[config.mk]
export PLATFORM = sky130hd
export DESIGN_NAME = ufir_cubico_sched
export DESIGN_NICKNAME = d
export VERILOG_FILES = /design/src/rtl/ufir_cubico_pkg.sv /design/src/rtl/ufir_cubico_sched.sv
export SDC_FILE = /design/constraint.sdc
export NUM_CORES = 1
export LEC_CHECK = 0
export BUFFER_PORTS_ARGS = -buffer_cell sky130_fd_sc_hd__clkbuf_2
export CORE_MARGIN = 10
export CORE_UTILIZATION = 52
export CTS_BUF_LIST = sky130_fd_sc_hd__clkbuf_4
export CTS_CLUSTER_SIZE = 10
export DETAILED_ROUTE_END_ITERATION = 10
export PLACE_DENSITY_LB_ADDON = 0.1
export SLEW_MARGIN = 10
export SYNTH_ARGS = -nofsm -noshare
export SYNTH_HDL_FRONTEND = slang
export SYNTH_SLANG_ARGS = --single-unit
[constraint.sdc]
create_clock -name clk -period 4.15 [get_ports clk]
set_input_delay 0.415 -clock clk [delete_from_list [all_inputs] [get_ports clk]]
set_output_delay 0.415 -clock clk [all_outputs]
set_load 0.1 [all_outputs]
[src/rtl/ufir_cubico_pkg.sv]
// Shared types and helpers for the cubic UFIR sequencer.
package ufir_cubico_pkg;

  typedef enum logic {IDLE, RUN} sched_state_t;

  localparam int DW = 16;

  typedef logic signed [DW-1:0] sample_t;

  function automatic int phase_w(input int n);
    return $clog2(n);
  endfunction

endpackage

[src/rtl/ufir_cubico_sched.sv]
// Sequencer for the overclocked cubic UFIR datapath: latches one sample, steps the
// datapath through OVERCLOCK phases, then captures results once the horizon has filled.
module ufir_cubico_sched
  import ufir_cubico_pkg::*;
#(
  parameter int OVERCLOCK = 5,
  parameter int HORIZON   = 16,
  parameter int DW        = 16,
  localparam int PW       = phase_w(OVERCLOCK),
  localparam int CW       = phase_w(HORIZON + 1)
) (
  input  logic                 clk,
  input  logic                 reset,
  input  logic                 clk_enable,
  input  logic                 flush,
  input  logic                 in_valid,
  output logic                 in_ready,
  input  logic signed [DW-1:0] in_data,
  output logic signed [DW-1:0] dp_sample,
  output logic                 dp_start,
  output logic                 dp_en,
  output logic [PW-1:0]        dp_phase,
  input  logic signed [DW-1:0] dp_y1,
  input  logic signed [DW-1:0] dp_y2,
  output logic                 out_valid,
  input  logic                 out_ready,
  output logic signed [DW-1:0] out_y1,
  output logic signed [DW-1:0] out_y2,
  output logic                 warm
);

  localparam logic [PW-1:0] LastPhase = PW'(OVERCLOCK - 1);
  localparam logic [CW-1:0] HorizonCnt = CW'(HORIZON);
  localparam logic [CW-1:0] CaptureCnt = CW'(HORIZON - 1);

  sched_state_t          state_q, state_d;
  logic [PW-1:0]         phase_q, phase_d;
  logic [CW-1:0]         count_q, count_d;
  logic signed [DW-1:0]  sample_q, sample_d;
  logic signed [DW-1:0]  y1_q, y1_d;
  logic signed [DW-1:0]  y2_q, y2_d;
  logic                  valid_q, valid_d;
  logic                  warm_q, warm_d;

  // The output register must be empty (or emptying) before a new sample starts,
  // so a capture can never collide with a pending result.
  assign in_ready  = clk_enable && !flush && (state_q == IDLE) && (!valid_q || out_ready);
  assign dp_en     = clk_enable && (state_q == RUN);
  assign dp_start  = dp_en && (phase_q == '0);
  assign dp_phase  = phase_q;
  assign dp_sample = sample_q;
  assign out_valid = valid_q;
  assign out_y1    = y1_q;
  assign out_y2    = y2_q;
  assign warm      = warm_q;

  always_comb begin
    state_d  = state_q;
    phase_d  = phase_q;
    count_d  = count_q;
    sample_d = sample_q;
    y1_d     = y1_q;
    y2_d     = y2_q;
    valid_d  = valid_q;
    if (clk_enable) begin
      if (flush) begin
        state_d = IDLE;
        phase_d = '0;
        count_d = '0;
        valid_d = 1'b0;
      end else begin
        if (valid_q && out_ready) valid_d = 1'b0;
        case (state_q)
          IDLE: begin
            if (in_valid && in_ready) begin
              sample_d = in_data;
              phase_d  = '0;
              state_d  = RUN;
            end
          end
          RUN: begin
            if (phase_q == LastPhase) begin
              phase_d = '0;
              state_d = IDLE;
              if (count_q >= CaptureCnt) begin
                y1_d    = dp_y1;
                y2_d    = dp_y2;
                valid_d = 1'b1;
              end
              if (count_q != HorizonCnt) count_d = count_q + 1'b1;
            end else begin
              phase_d = phase_q + 1'b1;
            end
          end
          default: state_d = IDLE;
        endcase
      end
    end
    warm_d = (count_d == HorizonCnt);
  end

  always_ff @(posedge clk or posedge reset) begin
    if (reset) begin
      state_q  <= IDLE;
      phase_q  <= '0;
      count_q  <= '0;
      sample_q <= '0;
      y1_q     <= '0;
      y2_q     <= '0;
      valid_q  <= 1'b0;
      warm_q   <= 1'b0;
    end else begin
      state_q  <= state_d;
      phase_q  <= phase_d;
      count_q  <= count_d;
      sample_q <= sample_d;
      y1_q     <= y1_d;
      y2_q     <= y2_d;
      valid_q  <= valid_d;
      warm_q   <= warm_d;
    end
  end

endmodule

==> run summary, run 1 <==
RUN STATUS
--------------------------------------------------------------------------------------
Result of the run                                                         finished, final reports clean

LAYOUT
--------------------------------------------------------------------------------------
Commonest cells after routing, fill and taps aside                        clkbuf_2, dfrtp_1, mux2_2, clkbuf_4, inv_1
Final antenna diode count                                                            0
Commonest non-fill, non-tap cell in the layout                                clkbuf_2
Proportion of layout cells with a drive suffix above 1                           0.609
Final std cell area, no fill                                               0.00324 mm2
Number of nets at the end of the flow                                              348
Area delta synth->final                                                          29.3%

CRITICAL PATH
--------------------------------------------------------------------------------------
Worst setup EP type                                                           register
Startpoint kind of the worst setup timing path                                register
Reg2reg path depth                                                                   6
Largest stage delay, worst path                                                0.80 ns
Crit path arrival time                                                         2.79 ns
Slowest cell on the critical path                                              a21oi_4
Worst EP required                                                              4.41 ns
Register-to-register path setup slack                                          1.63 ns
Startpoint of the lowest-slack register-to-register path                   dp_phase[0]
Critical path buffer and inverter count                                              1
Critical path cell sequence                                               inv_1 -> ha_1 -> nand3_1 -> or2_4 -> a21oi_4 -> mux2_2
Kind of cell with the highest combined delay on the critical path         compound AO/OA/AOI/OAI gates
Worst setup path class                                                    register to register
Endpoint of the lowest-slack register-to-register path                      out_y2[10]
Worst-path maximum fanout                                                           33

SYNTHESIS
--------------------------------------------------------------------------------------
Number of distinct standard cells referenced by the synthesized netlist             35
Per-instance average area after synthesis                                     14.5 um2
Mapped Nets                                                                        231
#FFs+latches synth                                                                  59
Count of warnings emitted by yosys                                                   0
Post-synthesis instance area                                               0.00250 mm2
Sequential element share of the synthesized area                                 0.590
Number of instances in the synthesized netlist                                     172

DETAILED ROUTING
--------------------------------------------------------------------------------------
Via Count                                                                        1,802
Drc violations                                                                       0
Starting DRT DRC Count                                                              62
M1 WL                                                                          2340 um
Total length of routed met2 wires                                              3040 um
Final WL                                                                       6150 um
Uppermost routed layer                                                            met4
Initial DRT Pass Iterations                                                          4
Average detailed-routed wire length per instance                               17.7 um
Ratio of routed vias to standard cells                                            5.18
Post-DRT Antenna Nets                                                                0
Met3 wire length                                                                654 um

FLOORPLAN
--------------------------------------------------------------------------------------
Initial core utilization                                                         0.533
Overall die area                                                           0.00799 mm2
Width of the die                                                               89.4 um
Area of the core region                                                    0.00469 mm2
Vertical die dimension                                                         89.4 um
Number of top-level design ports                                                   110
Total number of placement rows                                                      25

TIMING
--------------------------------------------------------------------------------------
Number of setup violations in the final report                                       0
Relative slew margins                                                            0.289
Final TNS setup                                                                   0 ns
Clock Skews                                                                  0.0181 ns
Fraction of the cycle the final worst path needs                                 0.608
Minimum period implied by the final worst setup slack                          2.52 ns
Final count of pins violating max slew                                               0
Transition at the pin with the smallest max-transition slack                   1.06 ns
Final hold violation count                                                           0
Max Fclk                                                                     0.396 GHz
Unrepaired setup endpoints after global routing                                     no

CLOCK TREE
--------------------------------------------------------------------------------------
Count of instances resized after the clock tree is built                             0
Clock latency at the later pin of the worst-skew pair                          0.38 ns
Number of H-tree levels                                                              3
Number of buffers inserted by post-CTS setup repair                                  0
Clock sink count                                                                    59
Number of CTS-inserted buffers                                                       9
Clock-pin slew of the registers on the worst-case setup and hold paths         0.10 ns
Hold_buf cts                                                                         0
Cell at the root of the clock tree                                            clkbuf_4
Number of buffers on the longest clock path                                          2
TritonCTS clock tree                                                              done

HOLD PATH
--------------------------------------------------------------------------------------
Worst hold path class                                                     input port to asynchronous set/reset pin

GLOBAL ROUTING
--------------------------------------------------------------------------------------
Grt total ovfl                                                                       0
Initial antenna violation count                                                      0
Largest net degree at the start of global routing                                   37
Total global-route track usage                                                   0.161
Number of global-route vias before repair                                        2,031
Global-route wire length before repair                                         9810 um

POWER
--------------------------------------------------------------------------------------
Power density over cell area                                                525 mW/mm2
Reported leakage power                                                      0.00173 uW
Peak supply drop                                                              0.542 mV

PLACE
--------------------------------------------------------------------------------------
DP Wirelength                                                                  4820 um
Routability cong.                                                                0.855
Quantity of I/O buffers inserted on ports                                          109
Post-Place Cell Area                                                       0.00308 mm2

FLOW RUN
--------------------------------------------------------------------------------------
Count of maximum capacitance violations                                              0

where the power goes:
part	internal [uW]	total [uW]	switching, uW	leakage (uW)
registers	629	660	31.3	0.000772
logic	101	593	491	0.000879
clock network	247	446	199	0.0000815
area by class of cell:
cell class              count  area [um2]
repair buffers            111         561
multi-input cells          98         938
clock buffers              10        75.1
inverters                  10        37.5
fillers                   358        1460
flip-flops and latches     59        1480
clock inverters             6        80.1
well taps                  54        67.6
how the worst max path moves through the flow:
stage                      startpoint    endpoint  depth (start not counted)  slack (ns)
after detailed placement  dp_phase[0]   out_y2[9]                          6        1.65
after CTS                 dp_phase[0]   out_y2[1]                          6        1.64
after floorplan           dp_phase[0]    dp_start                          3        0.39
after global placement    dp_phase[0]  out_y1[14]                          6        1.72
after global routing      dp_phase[0]   out_y1[3]                          6        1.46
final                     dp_phase[0]  out_y2[10]                          6        1.63
logic make-up (layout without fill, tap and decap cells):
family          after synthesis  after routing  share of synthesized area
compound gates               18             18                     0.0580
fa+ha+maj                     5              5                     0.0250
buf+inv                      15            137                     0.0350
flops                        59             59                      0.590
mux                          49             49                      0.220
simple gates                 26             26                     0.0720
per-stage QoR:
step / std cells / power, uW / utilization / setup slack, ns / hold WS [ns]
global route: 348 / 1770 / 0.690 / 1.46 / 0.146
detailed placement: 332 / 1270 / 0.657 / 1.65 / 0.486
CTS: 348 / 1720 / 0.690 / 1.64 / 0.131
floorplan: 172 / 1160 / - / 0.387 / 0.520
global placement: 332 / 1260 / 0.657 / 1.72 / 0.473
finish: 348 / 1700 / 0.690 / 1.63 / 0.129
registers in the layout (all words and copies together), names as in the netlist:
register   flops
count_q        5
dp_phase       3
dp_sample     16
out_valid      1
out_y1        16
out_y2        16
state_q        1
warm           1
Yosys cell counts:
cell	instances	area (um2)
mux2_1	1	11.3
o41ai_1	1	8.76
o211ai_1	4	30.0
o211a_1	1	10.0
nor4_1	1	6.26
nor3_1	1	5.00
a31o_2	1	8.76
nand2_1	4	15.0
nor3b_1	1	7.51
o21ai_0	3	15.0
nand4_1	2	12.5
o31ai_1	2	15.0
inv_1	10	37.5
or2_4	1	8.76
nor4b_4	1	23.8
nand2b_4	1	13.8
nor4bb_1	1	10.0
a211oi_1	1	7.51
or4_1	1	7.51
ha_1	5	62.6
nand4bb_1	1	11.3
a32o_1	1	10.0
mux2_2	47	529
buf_6	4	45.0
and3_1	2	12.5
nor2_1	2	7.51
a21oi_4	1	16.3
nand3_1	4	20.0
buf_2	1	5.00
nor2b_1	2	12.5
or2_2	1	6.26
mux2i_1	1	10.0
a21o_1	2	15.0
dfrtp_1	59	1480
a2111oi_0	1	8.76
metal layers:
| layer | vias to the layer above | global-route usage |
|---|---|---|
| li1 | 852 | - |
| met1 | 865 | 0.169 |
| met2 | 71 | 0.265 |
| met3 | 14 | 0.0830 |
| met4 | 0 | 0.0679 |
| met5 | - | 0 |
Power figures use the tool's default switching activity.
==> run 2, diff against run 1 <==
Settings changed: ABC_AREA from default to 1, CORE_UTILIZATION 52 to 45.
Clock period 4.15 ns to 2.12 ns, I/O delays scaled along.
==> run 2 against run 1 <==
Hold slack worse by 0.11 ns. Register-to-register slack got worse by 1.2 ns. Clock skew decreased by 0.0028 ns.
==> run summary, run 2 <==
SYNTHESIS
--------------------------------------------------------------------------------------
Number of synthesized flops with an enable pin                                       0
Share of async-settable or async-resettable flops after synthesis                 1.00
Most instantiated library cell after synthesis                                 nand2_1
Per-instance average area after synthesis                                     8.34 um2
Sequential element share of the synthesized area                                 0.558
Post-synth top area cell                                                       dfrtp_1
Most frequently used flop master after synthesis                               dfrtp_1
Number of distinct standard cells referenced by the synthesized netlist             20
Number of instances in the synthesized netlist                                     317
Top cell type's share of synthesized area                                        0.558
Mapped Nets                                                                        376
List of most frequent post-synthesis cells                                nand2_1, dfrtp_1, nand3_1, inv_1, nor2_1
#FFs+latches synth                                                                  59
Post-synthesis instance area                                               0.00264 mm2
Leading post-synthesis cells by cell area                                 dfrtp_1, nand2_1, nand3_1
Count of warnings emitted by yosys                                                   0

CRITICAL PATH
--------------------------------------------------------------------------------------
Startpoint kind of the worst setup timing path                                register
Endpoint of the lowest-slack register-to-register path                       out_valid
Register-to-register path setup slack                                          0.43 ns
Worst setup EP type                                                       primary output
Worst-path maximum fanout                                                            4
Worst setup path class                                                    register to primary output
Reg2reg path depth                                                                   9
Worst EP required                                                              1.91 ns
Launch point of the critical path                                          dp_phase[0]
Startpoint of the lowest-slack register-to-register path                    count_q[0]
Crit path arrival time                                                         1.76 ns

FLOORPLAN
--------------------------------------------------------------------------------------
Number of top-level design ports                                                   110
Width of the die                                                               96.7 um
Total number of placement rows                                                      27
Initial core utilization                                                         0.471
Vertical die dimension                                                         96.7 um
Overall die area                                                           0.00934 mm2
Area of the core region                                                    0.00561 mm2

TIMING
--------------------------------------------------------------------------------------
Number of setup violations in the final report                                       0
Relative slew margins                                                            0.627
Clock Skews                                                                  0.0153 ns
Final count of pins violating max slew                                               0
Final TNS setup                                                                   0 ns
Minimum period implied by the final worst setup slack                          1.97 ns
Max Fclk                                                                     0.507 GHz
Transition at the pin with the smallest max-transition slack                  0.562 ns
Final hold violation count                                                           0
Setup slack of the critical path after layout                                 0.148 ns
Fraction of the cycle the final worst path needs                                 0.930
Unrepaired setup endpoints after global routing                                     no
Fin Hold WS                                                                  0.0237 ns

HOLD PATH
--------------------------------------------------------------------------------------
Startpoint of the worst hold path                                          in_data[10]
Worst hold path cell count                                                           3
Worst hold path class                                                     input port to register
Endpoint, Worst Hold                                                      dp_sample[10]

DETAILED ROUTING
--------------------------------------------------------------------------------------
Ratio of routed vias to standard cells                                            4.75
Starting DRT DRC Count                                                             143
Initial DRT Pass Iterations                                                          6
Post-DRT Antenna Nets                                                                0
Average detailed-routed wire length per instance                               14.0 um
Via Count                                                                        2,419
Drc violations                                                                       0
Final WL                                                                       7100 um

PLACE
--------------------------------------------------------------------------------------
Quantity of I/O buffers inserted on ports                                          109
Worst slack at placement                                                      0.435 ns
Routability cong.                                                                0.831
DP Wirelength                                                                  5320 um

LAYOUT
--------------------------------------------------------------------------------------
Area delta synth->final                                                          28.8%
Final standard cell utilization of the core                                      0.607
Number of nets at the end of the flow                                              493
Proportion of layout cells with a drive suffix above 1                           0.323
Commonest cells after routing, fill and taps aside                        nand2_1, clkbuf_2, dfrtp_1, nand3_1, inv_1
Final antenna diode count                                                            0
Commonest non-fill, non-tap cell in the layout                                 nand2_1

GLOBAL ROUTING
--------------------------------------------------------------------------------------
Largest net degree at the start of global routing                                   56
Number of global-route vias before repair                                        2,403
Global-route wire length before repair                                       11,600 um
Initial antenna violation count                                                      0
Total global-route track usage                                                   0.147
Grt total ovfl                                                                       0

CLOCK TREE
--------------------------------------------------------------------------------------
Cell at the root of the clock tree                                            clkbuf_4
Clock sink count                                                                    59
Number of H-tree levels                                                              3
Number of CTS-inserted buffers                                                       9
Clock-pin slew of the registers on the worst-case setup and hold paths         0.10 ns
Number of buffers inserted by post-CTS setup repair                                  0
Count of instances resized after the clock tree is built                             0
Clock latency at the later pin of the worst-skew pair                          0.38 ns
TritonCTS clock tree                                                              done
Number of buffers on the longest clock path                                          2

POWER
--------------------------------------------------------------------------------------
Peak supply drop                                                              0.613 mV
Power density over cell area                                                741 mW/mm2
Reported leakage power                                                      0.00208 uW

RUN STATUS
--------------------------------------------------------------------------------------
Result of the run                                                         finished, final reports clean

FLOW RUN
--------------------------------------------------------------------------------------
Count of maximum capacitance violations                                              0

## run 2: critical path: stages, from the launching register on
cell and delay, ns:
dfrtp_1 0.41, inv_1 0.09, ha_1 0.24, nand2_1 0.11
nor2_4 0.08, clkbuf_2 0.46
## run 2: how the worst max path moves through the flow
stage | endpoint | slack [ns] | depth (start not counted)
4_1_cts | dp_start | 0.11 | 5
2_1_floorplan | dp_start | 0.05 | 5
5_1_grt | dp_start | 0.01 | 5
3_3_place_gp | out_valid | 0.44 | 9
3_5_place_dp | out_valid | 0.44 | 9
6_report | dp_start | 0.15 | 5
## run 2: stage by stage
| stage | instances | area (um2) | power (uW) |
|---|---|---|---|
| after global placement | 492 | 3260 | 1840 |
| after CTS | 509 | 3400 | 2560 |
| after floorplan | 317 | 2650 | 1700 |
| after detailed placement | 492 | 3260 | 1840 |
| after global routing | 509 | 3400 | 2630 |
| final | 509 | 3400 | 2520 |
## run 2: cells by family after synthesis
| group | after synthesis | synth area share |
|---|---|---|
| XOR/XNOR | 1 | 0.00331 |
| AND/OR/NAND/NOR | 209 | 0.331 |
| adder cells (fa/ha/maj) | 5 | 0.0237 |
| buffers and inverters | 33 | 0.0634 |
| AO/OA/AOI/OAI | 10 | 0.0199 |
| flip-flops | 59 | 0.558 |
## run 2: per-layer routing
| layer | part of all wire | vias to the layer above | GRT usage | routed length (um) |
|---|---|---|---|---|
| met5 | 0 | - | 0 | 0 |
| met4 | 0.011 | 0 | 0.0541 | 75 |
| met3 | 0.086 | 9 | 0.0582 | 610 |
| met2 | 0.44 | 91 | 0.217 | 3130 |
| met1 | 0.46 | 1092 | 0.190 | 3280 |
| li1 | - | 1227 | - | - |
## run 2: layout make-up
class	count	area, um2
Inverter	20	75.1
Timing Repair Buffer	119	641
Clock inverter	5	46.3
Tap cell	72	90.1
Sequential cell	59	1480
Clock buffer	9	67.6
Fill cell	540	2200
Multi-Input combinational cell	225	1010
## run 2: power by group
part | total [uW] | internal (uW) | leakage [uW] | switching, uW
clock | 704 | 334 | 0.0000642 | 370
sequential | 1210 | 1180 | 0.000798 | 29.8
combinational | 612 | 103 | 0.00122 | 509
total | 2520 | 1610 | 0.00208 | 908
## run 2: timing repair
action | 4_1_cts | 5_1_grt
endpoints found under the hold margin | 61 | 0
setup endpoints to repair | 0 | 0
hold buffers | 3 | 0
